<file path="config.mk">
export PLATFORM = sky130hd
export DESIGN_NAME = mem_stage
export DESIGN_NICKNAME = d
export VERILOG_FILES = /design/src/rtl/mem_stage_pkg.sv /design/src/rtl/mem_stage_timeout_cnt.sv /design/src/rtl/mem_stage.sv
export SDC_FILE = /design/constraint.sdc
export NUM_CORES = 1
export LEC_CHECK = 0
export BUFFER_PORTS_ARGS = -buffer_cell sky130_fd_sc_hd__buf_2
export CORE_UTILIZATION = 41
export CTS_CLUSTER_DIAMETER = 100
export DETAILED_ROUTE_END_ITERATION = 6
export PLACE_DENSITY = 0.66
export SYNTH_ARGS = -nofsm -noshare
export SYNTH_HDL_FRONTEND = slang
export SYNTH_SLANG_ARGS = --single-unit
</file>
<file path="constraint.sdc">
create_clock -name clk -period 4.18 [get_ports clk]
set_clock_uncertainty 0.1 [all_clocks]
set_input_delay 0 -clock clk [delete_from_list [all_inputs] [get_ports clk]]
set_output_delay 0 -clock clk [all_outputs]
set_load 0.005 [all_outputs]
</file>
<file path="src/rtl/mem_stage_pkg.sv">
// Shared definitions for the MEM pipeline stage: memory-op codes, FSM state
// encodings and the common zero constants.
package mem_stage_pkg;

  localparam logic [1:0] MemRW_Idle  = 2'b00;
  localparam logic [1:0] MemRW_Read  = 2'b01;
  localparam logic [1:0] MemRW_Write = 2'b10;

  localparam logic [1:0] ST_IDLE = 2'd0;
  localparam logic [1:0] ST_BUSY = 2'd1;
  localparam logic [1:0] ST_DONE = 2'd2;

  localparam logic [31:0] ZeroData     = 32'h0000_0000;
  localparam logic [31:0] ZeroDataAddr = 32'h0000_0000;

endpackage

</file>
<file path="src/rtl/mem_stage_timeout_cnt.sv">
// Bus-access watchdog: counts BUSY cycles without ack and flags the cycle in
// which the access must be abandoned. A TIMEOUT of 0 never expires.
module mem_timeout_cnt #(
  parameter int TIMEOUT = 255,
  parameter int CW      = 8
) (
  input  logic clk,
  input  logic rst,
  input  logic clr,
  input  logic en,
  output logic expired
);

  localparam logic [CW-1:0] TERM = (TIMEOUT == 0) ? '0 : CW'(TIMEOUT - 1);

  logic [CW-1:0] cnt;

  always_ff @(posedge clk or negedge rst) begin
    if (!rst)
      cnt <= '0;
    else if (clr)
      cnt <= '0;
    else if (en)
      cnt <= cnt + CW'(1);
  end

  assign expired = (TIMEOUT != 0) && (cnt == TERM);

endmodule

</file>
<file path="src/rtl/mem_stage.sv">
// MEM pipeline stage: issues loads/stores on a single-outstanding req/ack bus,
// stalls the pipe while an access is in flight, and forms the write-back triple.
module mem_stage #(
  parameter int DATA_W  = 32,
  parameter int ADDR_W  = 32,
  parameter int REG_AW  = 5,
  parameter int TIMEOUT = 255
) (
  input  logic              clk,
  input  logic              rst,
  input  logic [1:0]        mem_memrw,
  input  logic [ADDR_W-1:0] mem_memaddr,
  input  logic [DATA_W-1:0] mem_wdata,
  input  logic [REG_AW-1:0] mem_waddr,
  input  logic              mem_we,
  input  logic              wb_hold,
  output logic [DATA_W-1:0] wb_wdata,
  output logic [REG_AW-1:0] wb_waddr,
  output logic              wb_we,
  output logic              stall_req,
  output logic              bus_req,
  output logic              bus_we,
  output logic [ADDR_W-1:0] bus_addr,
  output logic [DATA_W-1:0] bus_wdata,
  input  logic              bus_ack,
  input  logic [DATA_W-1:0] bus_rdata,
  output logic              bus_err
);

  import mem_stage_pkg::*;

  localparam int CW = (TIMEOUT < 1) ? 1 : $clog2(TIMEOUT + 1);

  logic [1:0]        state;
  logic              is_access;
  logic              aligned;
  logic              op_read;
  logic              err_flag;
  logic [DATA_W-1:0] rd_data;
  logic              held;
  logic [DATA_W-1:0] hold_wdata;
  logic [REG_AW-1:0] hold_waddr;
  logic              hold_we;
  logic [DATA_W-1:0] done_wdata;
  logic              done_we;
  logic              cnt_clr;
  logic              cnt_en;
  logic              expired;

  assign is_access  = (mem_memrw == MemRW_Read) || (mem_memrw == MemRW_Write);
  assign aligned    = (mem_memaddr[1:0] == 2'b00);
  assign done_wdata = op_read ? rd_data : mem_wdata;
  assign done_we    = mem_we & ~err_flag;
  assign cnt_clr    = (state == ST_IDLE);
  assign cnt_en     = (state == ST_BUSY) && !bus_ack;

  mem_timeout_cnt #(
    .TIMEOUT (TIMEOUT),
    .CW      (CW)
  ) u_timeout (
    .clk     (clk),
    .rst     (rst),
    .clr     (cnt_clr),
    .en      (cnt_en),
    .expired (expired)
  );

  always_ff @(posedge clk or negedge rst) begin
    if (!rst) begin
      state      <= ST_IDLE;
      bus_req    <= 1'b0;
      bus_we     <= 1'b0;
      bus_addr   <= '0;
      bus_wdata  <= '0;
      bus_err    <= 1'b0;
      rd_data    <= '0;
      op_read    <= 1'b0;
      err_flag   <= 1'b0;
      held       <= 1'b0;
      hold_wdata <= '0;
      hold_waddr <= '0;
      hold_we    <= 1'b0;
    end else begin
      bus_err <= 1'b0;
      case (state)
        ST_IDLE: begin
          err_flag <= 1'b0;
          held     <= 1'b0;
          if (is_access) begin
            op_read <= (mem_memrw == MemRW_Read);
            if (aligned) begin
              bus_req   <= 1'b1;
              bus_we    <= (mem_memrw == MemRW_Write);
              bus_addr  <= mem_memaddr;
              bus_wdata <= mem_wdata;
              state     <= ST_BUSY;
            end else begin
              bus_err  <= 1'b1;
              err_flag <= 1'b1;
              state    <= ST_DONE;
            end
          end
        end
        // Ack outranks the watchdog, so a completion in the last allowed cycle succeeds.
        ST_BUSY: begin
          if (bus_ack) begin
            bus_req <= 1'b0;
            if (op_read)
              rd_data <= bus_rdata;
            state <= ST_DONE;
          end else if (expired) begin
            bus_req  <= 1'b0;
            bus_err  <= 1'b1;
            err_flag <= 1'b1;
            state    <= ST_DONE;
          end
        end
        // The first held edge snapshots the result so it survives EX/MEM moving on.
        ST_DONE: begin
          if (wb_hold) begin
            if (!held) begin
              held       <= 1'b1;
              hold_wdata <= done_wdata;
              hold_waddr <= mem_waddr;
              hold_we    <= done_we;
            end
          end else begin
            held     <= 1'b0;
            err_flag <= 1'b0;
            state    <= ST_IDLE;
          end
        end
        default: state <= ST_IDLE;
      endcase
    end
  end

  always_comb begin
    stall_req = 1'b0;
    wb_wdata  = mem_wdata;
    wb_waddr  = mem_waddr;
    wb_we     = 1'b0;
    case (state)
      ST_IDLE: begin
        stall_req = is_access;
        wb_we     = is_access ? 1'b0 : mem_we;
      end
      ST_BUSY: begin
        stall_req = 1'b1;
      end
      ST_DONE: begin
        if (held) begin
          wb_wdata = hold_wdata;
          wb_waddr = hold_waddr;
          wb_we    = hold_we;
        end else begin
          wb_wdata = done_wdata;
          wb_we    = done_we;
        end
      end
      default: ;
    endcase
  end

endmodule

</file>
==> results.sh <==
export IMPL_leakagePower_nw=4.67
export IMPL_final_cells=1087
export IMPL_rsz0062_at_grt="no"
export IMPL_grt_pass1_vias=5800
export IMPL_r2r_end="bus_wdata[24]"
export IMPL_area_delta_synth_final_pct=42.1
export IMPL_tightest_slew_ns=1.02
export IMPL_timing_final_crit_share_pct=71.6
export IMPL_whs_ns=0.0257
export IMPL_cts_resized=0
export IMPL_synth_cells=546
export IMPL_num_vias=5569
export IMPL_yosys_most_used_dff="dfrtp_1"
export IMPL_status="complete, no violations"
export IMPL_worstRegToRegCells=5
export IMPL_antennaDiodeCount=0
export IMPL_routed_wl_um=18000
export IMPL_routed_via_density=5.12
export IMPL_drive_gt1_share_pct=39.0
export IMPL_final_hold_viol_count=0
export IMPL_yosys_area_top_type="dfrtp_1"
export IMPL_io_pins=214
export IMPL_p_int_mw=4.15
export IMPL_seqCellArea_um2=3760
export IMPL_cp_slowest_stage_delay_ns=0.78
export IMPL_clockRootBuffer="clkbuf_16"
export IMPL_seq_area_frac_synth_pct=54.4
export IMPL_io_buffers=213
export IMPL_grt_total_usage_pct=21.4
export IMPL_ys_seq_elements=150
export IMPL_worstPathCellList="buf_4 -> nor2b_4 -> a22o_1 -> a22o_1 -> buf_2"
export IMPL_r2r_setup_slack_ns=1.53
export IMPL_start_util_pct=41.8
export IMPL_gp_congestion=0.846
export IMPL_core_rowCount=47
export IMPL_grt_max_degree=60
export IMPL_synth_most_common_cell="dfrtp_1"
export IMPL_clock_path_buffers=2
export IMPL_syn_area_um2=6910
export IMPL_place_ws_ns=1.56
export IMPL_final_nets=970
export IMPL_synthDistinctLibCells=40
export IMPL_ys_async_sr_fraction_pct=100
export IMPL_finalMaxSlewViolations=0
export IMPL_cts_setup_buffers=0
export IMPL_avgSynthCellArea_um2=12.6
export IMPL_htree_levels=4
export IMPL_start_kind="flip-flop"
export IMPL_seq_power_share_pct=40.4
export IMPL_synth_edf_count=0
export IMPL_setup_viol=0
export IMPL_cts_tree="done"
export IMPL_worst_setup_path_end_kind="primary output"
export IMPL_fin_area_um2=9810
export IMPL_power_density_nw_per_um2=629
export IMPL_worstSetupPathType="reg -> out"
export IMPL_dp_hpwl_um=11300
export IMPL_hold_path_class="in -> async"
export IMPL_max_cap_violations=0
export IMPL_slowest_stage="nor2b_4"
export IMPL_clock_sinks=150
export IMPL_synthesis_nets=662
export IMPL_holdBufCountCts=108
export IMPL_dieArea_um2=17400
export IMPL_fin_ws_ns=1.19
export IMPL_cp_required_ns=4.08
export IMPL_core_area_um2=16500
export IMPL_net_switching_power_mw=2.02
export IMPL_grt_remaining_overflow=0
export IMPL_synth_top_area_share_pct=54.4
export IMPL_path_clk_slew_ns=0.06
export IMPL_nFillCells=1357
export IMPL_cts_made_buffers=17
export IMPL_routedWlPerCell_um=16.5
export IMPL_die_w_um=132
export IMPL_pwr_share_comb_pct=35.0
export IMPL_synthTopCellsByArea="dfrtp_1 (54%), mux2_2 (13%), a22o_1 (8.1%), mux2i_1 (4.6%), mux2_1 (4.2%)"
export IMPL_crit_end="wb_wdata[10]"
export IMPL_dp_cells=947
export IMPL_dieHeight_um=132
export IMPL_peakVddDrop_mv=0.376
export IMPL_multi_input_area_um2=2960
export IMPL_clock_latency_ns=0.42
export IMPL_first_pass_iters=4
export IMPL_critPathLaunch="op_read"
export IMPL_cp_max_fo=32
export IMPL_grt_pass1_wl_um=29500
export IMPL_swShare_pct=32.7
export IMPL_yosys_warnings=0
export IMPL_setup_tns_ns=0
export IMPL_min_period_ns=2.99
export IMPL_critPathArrivalTime_ns=2.89
export IMPL_drc=0
export IMPL_antenna_found_initial=0
export IMPL_power_frac_clock_pct=24.6
export IMPL_relSlewSlack_pct=32.0
export IMPL_fmax_mhz=334
export IMPL_ant_nets=0
export IMPL_drt_iter0_markers=293
export IMPL_reg2reg_from="state[0]"
export IMPL_synth_common_cells="dfrtp_1 (150), mux2_2 (81), a22o_1 (64), nand2_1 (39), o21ai_0 (39)"
export IMPL_placed_area_um2=8140
export IMPL_crit_top_cell="a22o_1"
-- how the worst min path moves through the flow --
stage | cells past startpoint | to | slack (ns) | from
2_1_floorplan | 0 | bus_addr[0] | -0.40 | rst
3_3_place_gp | 1 | bus_addr[13] | -0.10 | rst
3_5_place_dp | 1 | bus_addr[19] | -0.09 | rst
4_1_cts | 4 | err_flag | 0.008 | mem_memaddr[1]
5_1_grt | 4 | bus_req | 0.04 | mem_memaddr[1]
6_report | 2 | u_timeout.cnt[4] | 0.03 | rst
-- worst max-delay path: cells and delay by family (launching register included) --
family / cells / cell delay (ns)
AND/OR/NAND/NOR: 1 / 0.78
buffers and inverters: 2 / 0.56
flip-flops: 1 / 0.72
AO/OA/AOI/OAI: 2 / 0.41
-- area by class of cell --
cell class | count | area share (%)
clock buffer | 19 | 4.41
clock inverter | 13 | 1.59
inverter | 7 | 0.268
multi-input combinational | 350 | 30.2
sequential | 150 | 38.3
tap | 220 | 2.81
timing repair buffer | 328 | 22.5
-- metrics by stage --
step	power [mW]	utilization, %
3_5_place_dp	4.59	49.3
3_3_place_gp	4.51	49.3
6_report	6.17	59.4
5_1_grt	6.56	59.4
4_1_cts	6.22	59.4
2_1_floorplan	3.70	-
-- flip-flops by register name, indices dropped and copies added (netlist names) --
signal and flops:
bus_addr 32, bus_err 1, bus_req 1, bus_wdata 32
bus_we 1, err_flag 1, held 1, hold_waddr 5
hold_wdata 32, hold_we 1, op_read 1, rd_data 32
state 2, u_timeout.cnt 8
-- routing by layer --
metal	vias up	GRT usage (%)	share of wire [%]	wire length (µm)
li1	2626	-	-	-
met1	2732	26.6	44	7910
met2	184	36.9	50	8920
met3	27	4.65	4.6	830
met4	0	7.69	1.7	301
met5	-	0	0	0
-- cells by family (layout without fill, tap and decap cells) --
kind of cell               Yosys count  in the layout  synth area share (%)
DFF                                150            150                  54.4
AOI/OAI and AO/OA                  128            128                  13.4
xor gates and xnor gates             2              2                 0.254
buffers and inverters               46            367                  3.17
adders and majority gates            8              8                  1.45
and+or+nand+nor                     73             73                  5.33
muxes                              139            139                  22.1
-- power by group through the flow --
stage | clock [mW] | sequential, mW | combinational (mW)
final | 1.52 | 2.49 | 2.16
after global routing | 1.62 | 2.57 | 2.36
after CTS | 1.56 | 2.49 | 2.17
after global placement | 0 | 2.48 | 2.03
after floorplan | 0 | 2.38 | 1.32
after detailed placement | 0 | 2.50 | 2.09
-- cell usage in the layout, fill, tap and decap left out, types with 3 or more instances in the layout --
master	count
mux2_2	81
o21ai_0	39
clkinvlp_4	5
nand2b_1	3
inv_1	7
a21oi_1	12
nor2b_1	4
buf_2	212
ha_1	7
dlygate4sd3_1	108
mux2i_1	32
nand3_1	3
mux2_1	26
clkinv_2	4
a22o_1	64
dfrtp_1	148
nor2_1	7
bufinv_16	3
clkbuf_16	17
buf_4	7
nand2_1	39
(Power assumes the default switching activity.)
